`config.mk`:
```
export PLATFORM = sky130hd
export DESIGN_NAME = decade_ctrl
export DESIGN_NICKNAME = d
export VERILOG_FILES = /design/src/rtl/decade_pkg.sv /design/src/rtl/decade_mirror.sv /design/src/rtl/decade_ctrl.sv
export SDC_FILE = /design/constraint.sdc
export NUM_CORES = 1
export LEC_CHECK = 0
export CORE_UTILIZATION = 54
export DETAILED_ROUTE_END_ITERATION = 10
export GPL_TIMING_DRIVEN = 0
export PLACE_DENSITY = 0.84
export SYNTH_ARGS = -nofsm -noshare
export SYNTH_HDL_FRONTEND = slang
export SYNTH_SLANG_ARGS = --single-unit
```
`constraint.sdc`:
```
create_clock -name clk -period 4.4 [get_ports clk]
set_input_delay 0.66 -clock clk [delete_from_list [all_inputs] [get_ports clk]]
set_output_delay 0.66 -clock clk [all_outputs]
set_load 0.01 [all_outputs]
```
`src/rtl/decade_pkg.sv`:
```
// Shared constants, mode encodings and FSM states for the decade counter controller.
package decade_pkg;

    localparam logic [3:0] MAX_DIGIT   = 4'd9;

    localparam logic [1:0] MODE_UP     = 2'b00;
    localparam logic [1:0] MODE_DOWN   = 2'b01;
    localparam logic [1:0] MODE_BOUNCE = 2'b10;

    typedef enum logic [2:0] {
        IDLE,
        LOAD,
        RUN,
        TURN,
        DONE
    } state_t;

    // One mod-10 step in the requested direction.
    function automatic logic [3:0] digit_step(input logic [3:0] v, input logic up);
        if (up)
            digit_step = (v >= MAX_DIGIT) ? 4'd0 : v + 4'd1;
        else
            digit_step = (v == 4'd0) ? MAX_DIGIT : v - 4'd1;
    endfunction

endpackage

```
`src/rtl/decade_mirror.sv`:
```
// Reference decade count kept alongside the external counter, stepped by the same controls.
module decade_mirror
    import decade_pkg::*;
(
    input  logic       clk,
    input  logic       reset,
    input  logic       load,
    input  logic [3:0] load_val,
    input  logic       enable,
    input  logic       up,
    output logic [3:0] value,
    output logic       tc
);

    always_ff @(posedge clk or negedge reset) begin
        if (!reset)
            value <= 4'd0;
        else if (load)
            value <= load_val;
        else if (enable)
            value <= digit_step(value, up);
    end

    assign tc = up ? (value == MAX_DIGIT) : (value == 4'd0);

endmodule

```
`src/rtl/decade_ctrl.sv`:
```
// Sequencer for an external decade counter: load, run a number of terminal-count passes,
// optionally bounce direction, and flag any divergence from the internal mirror.
module decade_ctrl
    import decade_pkg::*;
(
    input  logic       clk,
    input  logic       reset,
    input  logic       start,
    input  logic       abort,
    input  logic [3:0] preset,
    input  logic [1:0] mode,
    input  logic [3:0] passes,
    input  logic       tc_in,
    input  logic [3:0] count_in,
    output logic       load,
    output logic [3:0] data_out,
    output logic       counter_on,
    output logic       count_up,
    output logic       busy,
    output logic       done,
    output logic       err
);

    state_t     state, state_n;
    logic [3:0] pass_cnt;
    logic       dir_q;
    logic       err_q;
    logic [3:0] preset_q;
    logic [1:0] mode_q;
    logic [3:0] passes_q;
    logic [3:0] mirror_val;
    logic       mirror_tc;
    logic       accept;
    logic       last_pass;
    logic       mismatch;

    assign accept = (preset <= MAX_DIGIT) && (passes != 4'd0) &&
                    ((mode == MODE_UP) || (mode == MODE_DOWN) || (mode == MODE_BOUNCE));

    // Widened so passes=15 compares without wrapping.
    assign last_pass = ({1'b0, pass_cnt} + 5'd1) == {1'b0, passes_q};

    assign mismatch = (count_in != mirror_val) || (tc_in != mirror_tc);

    always_comb begin
        state_n    = state;
        load       = 1'b0;
        data_out   = 4'd0;
        counter_on = 1'b0;
        count_up   = 1'b0;
        busy       = 1'b0;
        done       = 1'b0;
        case (state)
            IDLE: begin
                if (start && accept)
                    state_n = LOAD;
            end
            LOAD: begin
                load     = 1'b1;
                data_out = preset_q;
                busy     = 1'b1;
                count_up = dir_q;
                state_n  = RUN;
            end
            RUN: begin
                busy       = 1'b1;
                count_up   = dir_q;
                counter_on = 1'b1;
                if (tc_in) begin
                    if (last_pass) begin
                        counter_on = 1'b0;
                        state_n    = DONE;
                    end else if (mode_q == MODE_BOUNCE) begin
                        counter_on = 1'b0;
                        state_n    = TURN;
                    end
                end
            end
            TURN: begin
                busy     = 1'b1;
                count_up = dir_q;
                state_n  = RUN;
            end
            DONE: begin
                done    = 1'b1;
                state_n = IDLE;
            end
            default: state_n = IDLE;
        endcase
        if (abort)
            state_n = IDLE;
    end

    always_ff @(posedge clk or negedge reset) begin
        if (!reset) begin
            state    <= IDLE;
            pass_cnt <= 4'd0;
            dir_q    <= 1'b0;
            err_q    <= 1'b0;
        end else begin
            state <= state_n;
            if (state == IDLE && start && !abort) begin
                if (accept) begin
                    err_q    <= 1'b0;
                    pass_cnt <= 4'd0;
                    dir_q    <= (mode != MODE_DOWN);
                end else begin
                    err_q <= 1'b1;
                end
            end
            if (state == RUN && tc_in)
                pass_cnt <= pass_cnt + 4'd1;
            if (state == TURN && !abort)
                dir_q <= ~dir_q;
            if ((state == RUN || state == TURN) && mismatch)
                err_q <= 1'b1;
        end
    end

    // Sequence parameters captured at an accepted start; only read while busy.
    always_ff @(posedge clk) begin
        if (state == IDLE && start && !abort && accept) begin
            preset_q <= preset;
            mode_q   <= mode;
            passes_q <= passes;
        end
    end

    assign err = err_q;

    decade_mirror u_mirror (
        .clk      (clk),
        .reset    (reset),
        .load     (load),
        .load_val (data_out),
        .enable   (counter_on),
        .up       (count_up),
        .value    (mirror_val),
        .tc       (mirror_tc)
    );

endmodule

```
==> results.md, run 1 <==
* Min-Delay Endpoint: err
* Global Route Usage Sum at 24.0%
* Data required time at the worst endpoint at 3.74 ns
* Final #Nets at 189
* H-tree Lvls at 1
* Clock buffer count from CTS at 3
* Effective utilization at floorplan at 57.1%
* Via count of the routed design at 1148
* Post-route antenna net violation count at 0
* Net count after synthesis at 157
* Die Footprint at 0.00280 sq mm
* Worst slew margin relative to its limit at 59.1%
* Final instance area at 0.00174 sq mm
* Sink count of the clock tree at 23
* Number of setup buffers added after CTS at 0
* Diode count at 0
* TritonCTS clock tree: built
* Post-DR wirelength/cell at 15.2 um
* Accumulated negative setup slack at 0 ns
* Sequential-to-total area share from yosys stat at 44.6%
* CTS clk-pin slew, worst paths at 0.12 ns
* Critical Setup Path Class: flop to output pin
* Number of DRC markers after the initial detailed-route iteration at 28
* Root buffer selected by CTS: sky130_fd_sc_hd__clkbuf_4
* Detail Placement HPWL at 2310 um
* Num rows at 18
* Slew Viols, Final at 0
* Clock latency on the worst-skew pair at 0.31 ns
* Hold WC Path Type: flop to flop
* Hold Crit Start: err
* Wire length of the first global-routing pass at 4770 um
* Drt via density at 5.92
* Startpoint of the lowest-slack register-to-register path: pass_cnt[0]
* Final hold vios at 0
* Number of library cell types mapped by synthesis at 43
* Hold Path Depth at 2
* # port buffers at 27
* Power density of the placed cells at 388 mW/mm^2
* Fraction of registers with async set or reset after synthesis at 56.5%
* Tcrit/Tclk final at 70.1%
* Reg2Reg Depth at 6
* Number of filler cells placed in the layout at 188
* Antenna violations before repair at 0
* R2r endpoint: u_mirror.value[2]
* Global route overflow at 0
* Synth Register Bits at 23
* Area Overhead vs Synth at 23.8%
* Ratio of cells with drive above 1 in the final layout at 10.4%
* Worst Clk Skew at 0.00109 ns
* Post-cts repair resize count at 0
* Setup crit start kind: flop
* Worst-margin pin slew at 0.612 ns
* Most used flip-flop cell after synthesis: sky130_fd_sc_hd__dfrtp_1
* Setup violations, final at 0
* Highest attainable clock frequency at 0.324 GHz
* Worst reg-to-reg setup slack at 2.40 ns
* Number of global-route vias before repair at 1035
* I/O Pins at 29
* Horiz. Die Dim at 52.9 um
* Pin count of the biggest net entering global routing at 14
* Post-layout min period at 3.08 ns
* Arr. time, crit path at 2.42 ns
* DRC violations left at 0
* Instance area at placement at 0.00171 sq mm
* First-pass detailed-route iteration total at 4
* Final weighted congestion of routability-driven global placement at 0.880
* Post-synthesis area per instance at 10.5 sq um
* Critical path endpoint category: output pin
* Area of the mapped netlist at 0.00140 sq mm
* Core box area at 0.00245 sq mm
* Number of buffers on the longest clock path at 2
* Final Routed Wirelength at 2950 um
* Number of violations of the max-capacitance limit at 0
* Yosys synthesis warning count at 0
* EDFF count, synth at 10
* Number of hold-repair buffers added at the cts stage at 0
* Worst Path Max Fanout at 5
* Worst VDD drop at 287 uV
* Setup repair after global routing missed its margin: no
* Static power due to leakage at 0.000691 uW
* Post-Syn Instances at 133
* Y dimension of the die at 52.9 um
* Result of the run: complete, no violations
[synth_stat cells (3+ instances only)]
| master | n | area share (%) |
|---|---|---|
| sky130_fd_sc_hd__inv_1 | 6 | 1.6 |
| sky130_fd_sc_hd__a21oi_1 | 8 | 2.9 |
| sky130_fd_sc_hd__edfxtp_1 | 10 | 21 |
| sky130_fd_sc_hd__dfrtp_1 | 13 | 23 |
| sky130_fd_sc_hd__nor2_1 | 6 | 1.6 |
| sky130_fd_sc_hd__nand2_1 | 4 | 1.1 |
| sky130_fd_sc_hd__nand2b_1 | 5 | 2.2 |
| sky130_fd_sc_hd__or3_1 | 3 | 1.3 |
| sky130_fd_sc_hd__nor3_1 | 5 | 1.8 |
| sky130_fd_sc_hd__xor2_1 | 3 | 1.9 |
| sky130_fd_sc_hd__and2_1 | 4 | 1.8 |
| sky130_fd_sc_hd__o21ai_0 | 9 | 3.2 |
| sky130_fd_sc_hd__mux2i_1 | 4 | 2.9 |
| sky130_fd_sc_hd__nand3_1 | 7 | 2.5 |
| sky130_fd_sc_hd__ha_1 | 5 | 4.5 |
| sky130_fd_sc_hd__xnor2_1 | 7 | 4.4 |
[worst max-delay path, stage by stage (launching register included)]
cell	delay, ns
sky130_fd_sc_hd__dfrtp_1	0.45
sky130_fd_sc_hd__ha_1	0.34
sky130_fd_sc_hd__xor2_1	0.17
sky130_fd_sc_hd__a311oi_2	0.29
sky130_fd_sc_hd__and3_4	0.28
sky130_fd_sc_hd__o22ai_4	0.09
sky130_fd_sc_hd__clkdlybuf4s50_1	0.49
[area by class of cell]
class | instances | area [sq um] | area share [%]
multi-input cells | 99 | 728 | 42.0
flip-flops and latches | 23 | 626 | 36.0
inverters | 8 | 30.0 | 1.73
plain buffers | 3 | 17.5 | 1.01
repair buffers | 27 | 270 | 15.6
clock buffers | 4 | 26.3 | 1.51
well taps | 30 | 37.5 | 2.16
[placed cells by master (no fill, tap or decap), drive strengths merged]
| cell | synthesis | final |
|---|---|---|
| a211o | 2 | 2 |
| a21o | 1 | 1 |
| a21oi | 8 | 8 |
| a221oi | 2 | 2 |
| a311oi | 2 | 2 |
| a31oi | 3 | 3 |
| and2 | 4 | 4 |
| and3 | 2 | 2 |
| and4 | 1 | 1 |
| buf | 3 | 3 |
| clkbuf | 0 | 4 |
| clkdlybuf4s50 | 0 | 27 |
| dfrtp | 13 | 13 |
| edfxtp | 10 | 10 |
| ha | 5 | 5 |
| inv | 8 | 8 |
| mux2i | 4 | 4 |
| nand2 | 5 | 5 |
| nand2b | 5 | 5 |
| nand3 | 7 | 7 |
| nand4 | 2 | 2 |
| nor2 | 6 | 6 |
| nor2b | 1 | 1 |
| nor3 | 5 | 5 |
| nor3b | 3 | 3 |
| nor4 | 1 | 1 |
| o211ai | 1 | 1 |
| o21ai | 9 | 9 |
| o21ba | 1 | 1 |
| o22a | 1 | 1 |
| o22ai | 1 | 1 |
| o31ai | 1 | 1 |
| o41ai | 1 | 1 |
| or3 | 3 | 3 |
| or3b | 1 | 1 |
| xnor2 | 7 | 7 |
| xor2 | 3 | 3 |
| xor3 | 1 | 1 |
[how the worst max path moves through the flow]
stage,from,end,slack [ns]
6_report,pass_cnt[0],counter_on,1.32
3_5_place_dp,pass_cnt[0],counter_on,1.66
3_3_place_gp,pass_cnt[0],counter_on,1.68
5_1_grt,pass_cnt[0],counter_on,1.20
4_1_cts,pass_cnt[0],counter_on,1.30
2_1_floorplan,pass_cnt[0],counter_on,2.22
[power by group]
part           switching [uW]  internal [uW]
Sequential               35.7            255
Clock                    62.8           35.4
Combinational             147            137
Total                     246            427
[metal layers]
layer | part of all wire [%] | up-vias | GRT usage, % | wire [um]
li1 | - | 557 | - | -
met1 | 45 | 539 | 33.5 | 1320
met2 | 47 | 50 | 37.1 | 1400
met3 | 7.2 | 2 | 4.02 | 211
met4 | 0.68 | 0 | 9.21 | 20
met5 | 0 | - | 0 | 0
[metrics by stage]
step	instances	utilization, %	worst slack (ns)	hold WS, ns	total power (uW)
2_1_floorplan	133	-	2.22	0.364	494
3_3_place_gp	190	69.6	1.68	0.504	562
3_5_place_dp	190	69.6	1.66	0.509	577
4_1_cts	194	70.7	1.30	0.538	674
5_1_grt	194	70.7	1.20	0.580	726
6_report	194	70.7	1.32	0.542	673
[registers in the layout, summed over array words and instances, names as in the netlist]
name and cells:
pass_cnt 4, passes_q 4, preset_q 4, u_mirror.value 4
state 3, mode_q 2, dir_q 1, err 1
[cells by family after synthesis]
| group | share of synthesized area [%] |
|---|---|
| and+or+nand+nor | 19.0 |
| AOI/OAI and AO/OA | 17.6 |
| DFF | 44.6 |
| xor gates and xnor gates | 8.04 |
| buffers and inverters | 3.39 |
| adders and majority gates | 4.46 |
| muxes | 2.86 |
(Power assumes the default switching activity.)
==> run 2, diff against run 1 <==
- CORE_UTILIZATION: 54 -> 45
- PLACE_DENSITY: 0.84 -> 0.74
- clock period: 4.4 -> 2.75 ns (I/O delays scaled with it)
==> run 2 against run 1 <==
Against the previous run: the run now ends with design-rule violations left; sequential cell count unchanged; sequential power increased by 59%; die area up 19%; largest power group is now combinational logic; sequential share of layout area decreased by 0.33 points; worst setup slack lost 1.1 ns; highest routed layer unchanged; non-clock buffer count up 2; global-route usage down 3.5 points.
==> results.md, run 2 (synthesis gave the netlist of run 1 again) <==
* Critical Setup Path Class: flop to output pin
* Detail Placement HPWL at 2390 um (+3.7%)
* Die Footprint at 0.00334 sq mm (+19%)
* I/O Pins at 29 (unchanged)
* Wire length of the first global-routing pass at 5300 um (+11%)
* # port buffers at 27 (unchanged)
* Number of violations of the max-capacitance limit at 0 (unchanged)
* Arr. time, crit path at 2.17 ns (-0.25 ns)
* Number of global-route vias before repair at 1163 (+12%)
* Global Route Usage Sum at 20.6% (-3.5 points)
* Worst Clk Skew at 0.00267 ns (+0.00159 ns)
* Hold Crit Start: tc_in
* Setup repair after global routing missed its margin: no
* CTS clk-pin slew, worst paths at 0.12 ns (about the same)
* Data required time at the worst endpoint at 2.34 ns (-1.40 ns)
* Global routing met1 resource utilization at 28.5% (-4.9 points)
* Leading cell type in the layout, fill and taps excluded: sky130_fd_sc_hd__clkdlybuf4s50_1
* Setup violations, final at 0 (unchanged)
* Global route overflow at 0 (unchanged)
* Result of the run: finished with violations
* Post-layout min period at 2.58 ns
* Worst slew margin relative to its limit at 60.0% (+0.95 points)
* Worst hold-check slack at 0.420 ns (-0.122 ns)
* Post-route antenna net violation count at 0 (unchanged)
* Drt via density at 5.89 (-0.41%)
* Pre-CTS setup slack at 0.230 ns (-1.43 ns)
* Pin count of the biggest net entering global routing at 14 (unchanged)
* Setup crit start kind: flop
* H-tree Lvls at 1 (unchanged)
* Timing startpoint of the critical path: pass_cnt[0]
* Highest-count cells in the layout ignoring fill and taps: sky130_fd_sc_hd__clkdlybuf4s50_1, sky130_fd_sc_hd__dfrtp_1, sky130_fd_sc_hd__edfxtp_1
* Slew Viols, Final at 0 (unchanged)
* Y dimension of the die at 57.8 um (+9.2%)
* Effective utilization at floorplan at 49.1% (-8.0 points)
* Root buffer selected by CTS: sky130_fd_sc_hd__clkbuf_4
* TritonCTS clock tree: built
* Hold WC Path Type: input pin to flop
* Number of DRC markers after the initial detailed-route iteration at 50 (+79%)
* Worst VDD drop at 355 uV (+24%)
* Horiz. Die Dim at 57.8 um (+9.2%)
* Inst Count DP at 191 (+0.53%)
* Final #Nets at 191 (+1.1%)
* Highest attainable clock frequency at 0.388 GHz
* Final hold vios at 0 (unchanged)
* Number of buffers on the longest clock path at 2 (unchanged)
* Worst Path Max Fanout at 4 (-1)
* DRC violations left at 2 (+2)
* Worst setup margin at 0.171 ns (-1.14 ns)
* Antenna violations before repair at 0 (unchanged)
* Final Routed Wirelength at 3000 um (+1.8%)
* Clock latency on the worst-skew pair at 0.31 ns (about the same)
* Area Overhead vs Synth at 25.0%
* Diode count at 0 (unchanged)
* Ratio of cells with drive above 1 in the final layout at 12.0% (+1.7 points)
* First-pass detailed-route iteration total at 7 (+3)
* Power density of the placed cells at 620 mW/mm^2 (+60%)
* Met3 usage in global routing at 4.69% (+0.66 points)
* Accumulated negative setup slack at 0 ns (unchanged)
* Num rows at 19 (+1)
* Number of hold-repair buffers added at the cts stage at 0 (unchanged)
* Final cell count without fillers at 197 (+1.5%)
* Core box area at 0.00285 sq mm (+16%)
* Final core utilization at 61.4% (-9.3 points)
* Final weighted congestion of routability-driven global placement at 0.914 (+3.8%)
* Post-DR wirelength/cell at 15.2 um (+0.25%)
* Worst-margin pin slew at 0.598 ns (-0.0142 ns)
* Startpoint of the lowest-slack register-to-register path: u_mirror.value[0]
* Met2 demand-to-capacity share in global routing at 33.0% (-4.1 points)
* Static power due to leakage at 0.000709 uW (+2.5%)
* Via count of the routed design at 1161 (+1.1%)
* Gr busiest metal: met2
* Violated checks: design-rule violations
* Clock buffer count from CTS at 3 (unchanged)
* Critical path endpoint category: output pin
* Sink count of the clock tree at 23 (unchanged)
* Tcrit/Tclk final at 93.8%
==> run 2: final cells by class <==
| class | instances | area [sq um] |
|---|---|---|
| clock inverters | 1 | 5.00 |
| clock buffers | 3 | 22.5 |
| inverters | 8 | 30.0 |
| plain buffers | 3 | 17.5 |
| multi-input cells | 99 | 728 |
| well taps | 31 | 38.8 |
| flip-flops and latches | 23 | 626 |
| repair buffers | 29 | 284 |
| fillers | 233 | 1100 |
==> run 2: stage by stage <==
stage | power (uW) | instance area, sq um
3_5_place_dp | 927 | 1710
3_3_place_gp | 904 | 1710
2_1_floorplan | 791 | 1400
4_1_cts | 1090 | 1750
6_report | 1090 | 1750
5_1_grt | 1170 | 1750
==> run 2: critical path: stages, from the launching register on <==
cell and delay, ns:
sky130_fd_sc_hd__dfrtp_1 0.43, sky130_fd_sc_hd__ha_1 0.33, sky130_fd_sc_hd__xor2_1 0.18, sky130_fd_sc_hd__a311oi_2 0.29, sky130_fd_sc_hd__and3_4 0.26, sky130_fd_sc_hd__o22ai_4 0.08
sky130_fd_sc_hd__dlygate4sd2_1 0.29
==> run 2: what timing repair did <==
item | 4_1_cts | 5_1_grt
endpoints found under the setup margin | 1 | 0
resized for setup | 1 | 0
setup buffers | 2 | 0
==> run 2: power by group <==
group          switching [uW]  leakage [uW]  internal, uW
clock network             101     0.0000177          54.4
registers                52.7      0.000255           408
logic                     243      0.000436           227
==> run 2: path summary, 6_finish.rpt <==
kind / endpoint / slack (ns) / cells past startpoint
setup / recovery: counter_on / 0.17 / 6
hold / removal: pass_cnt[1] / 0.42 / 3
setup reg to reg: err / 0.74 / 7
hold reg to reg: err / 0.54 / 2
max in group asynchronous: dir_q / 1.90 / 1
min in group asynchronous: pass_cnt[3] / 0.46 / 1
==> run 2: routing by layer <==
metal	routed length, um	part of all wire [%]	up-vias
li1	-	-	555
met1	1340	45	563
met2	1460	49	41
met3	192	6.4	2
met4	8	0.27	0
met5	0	0	-
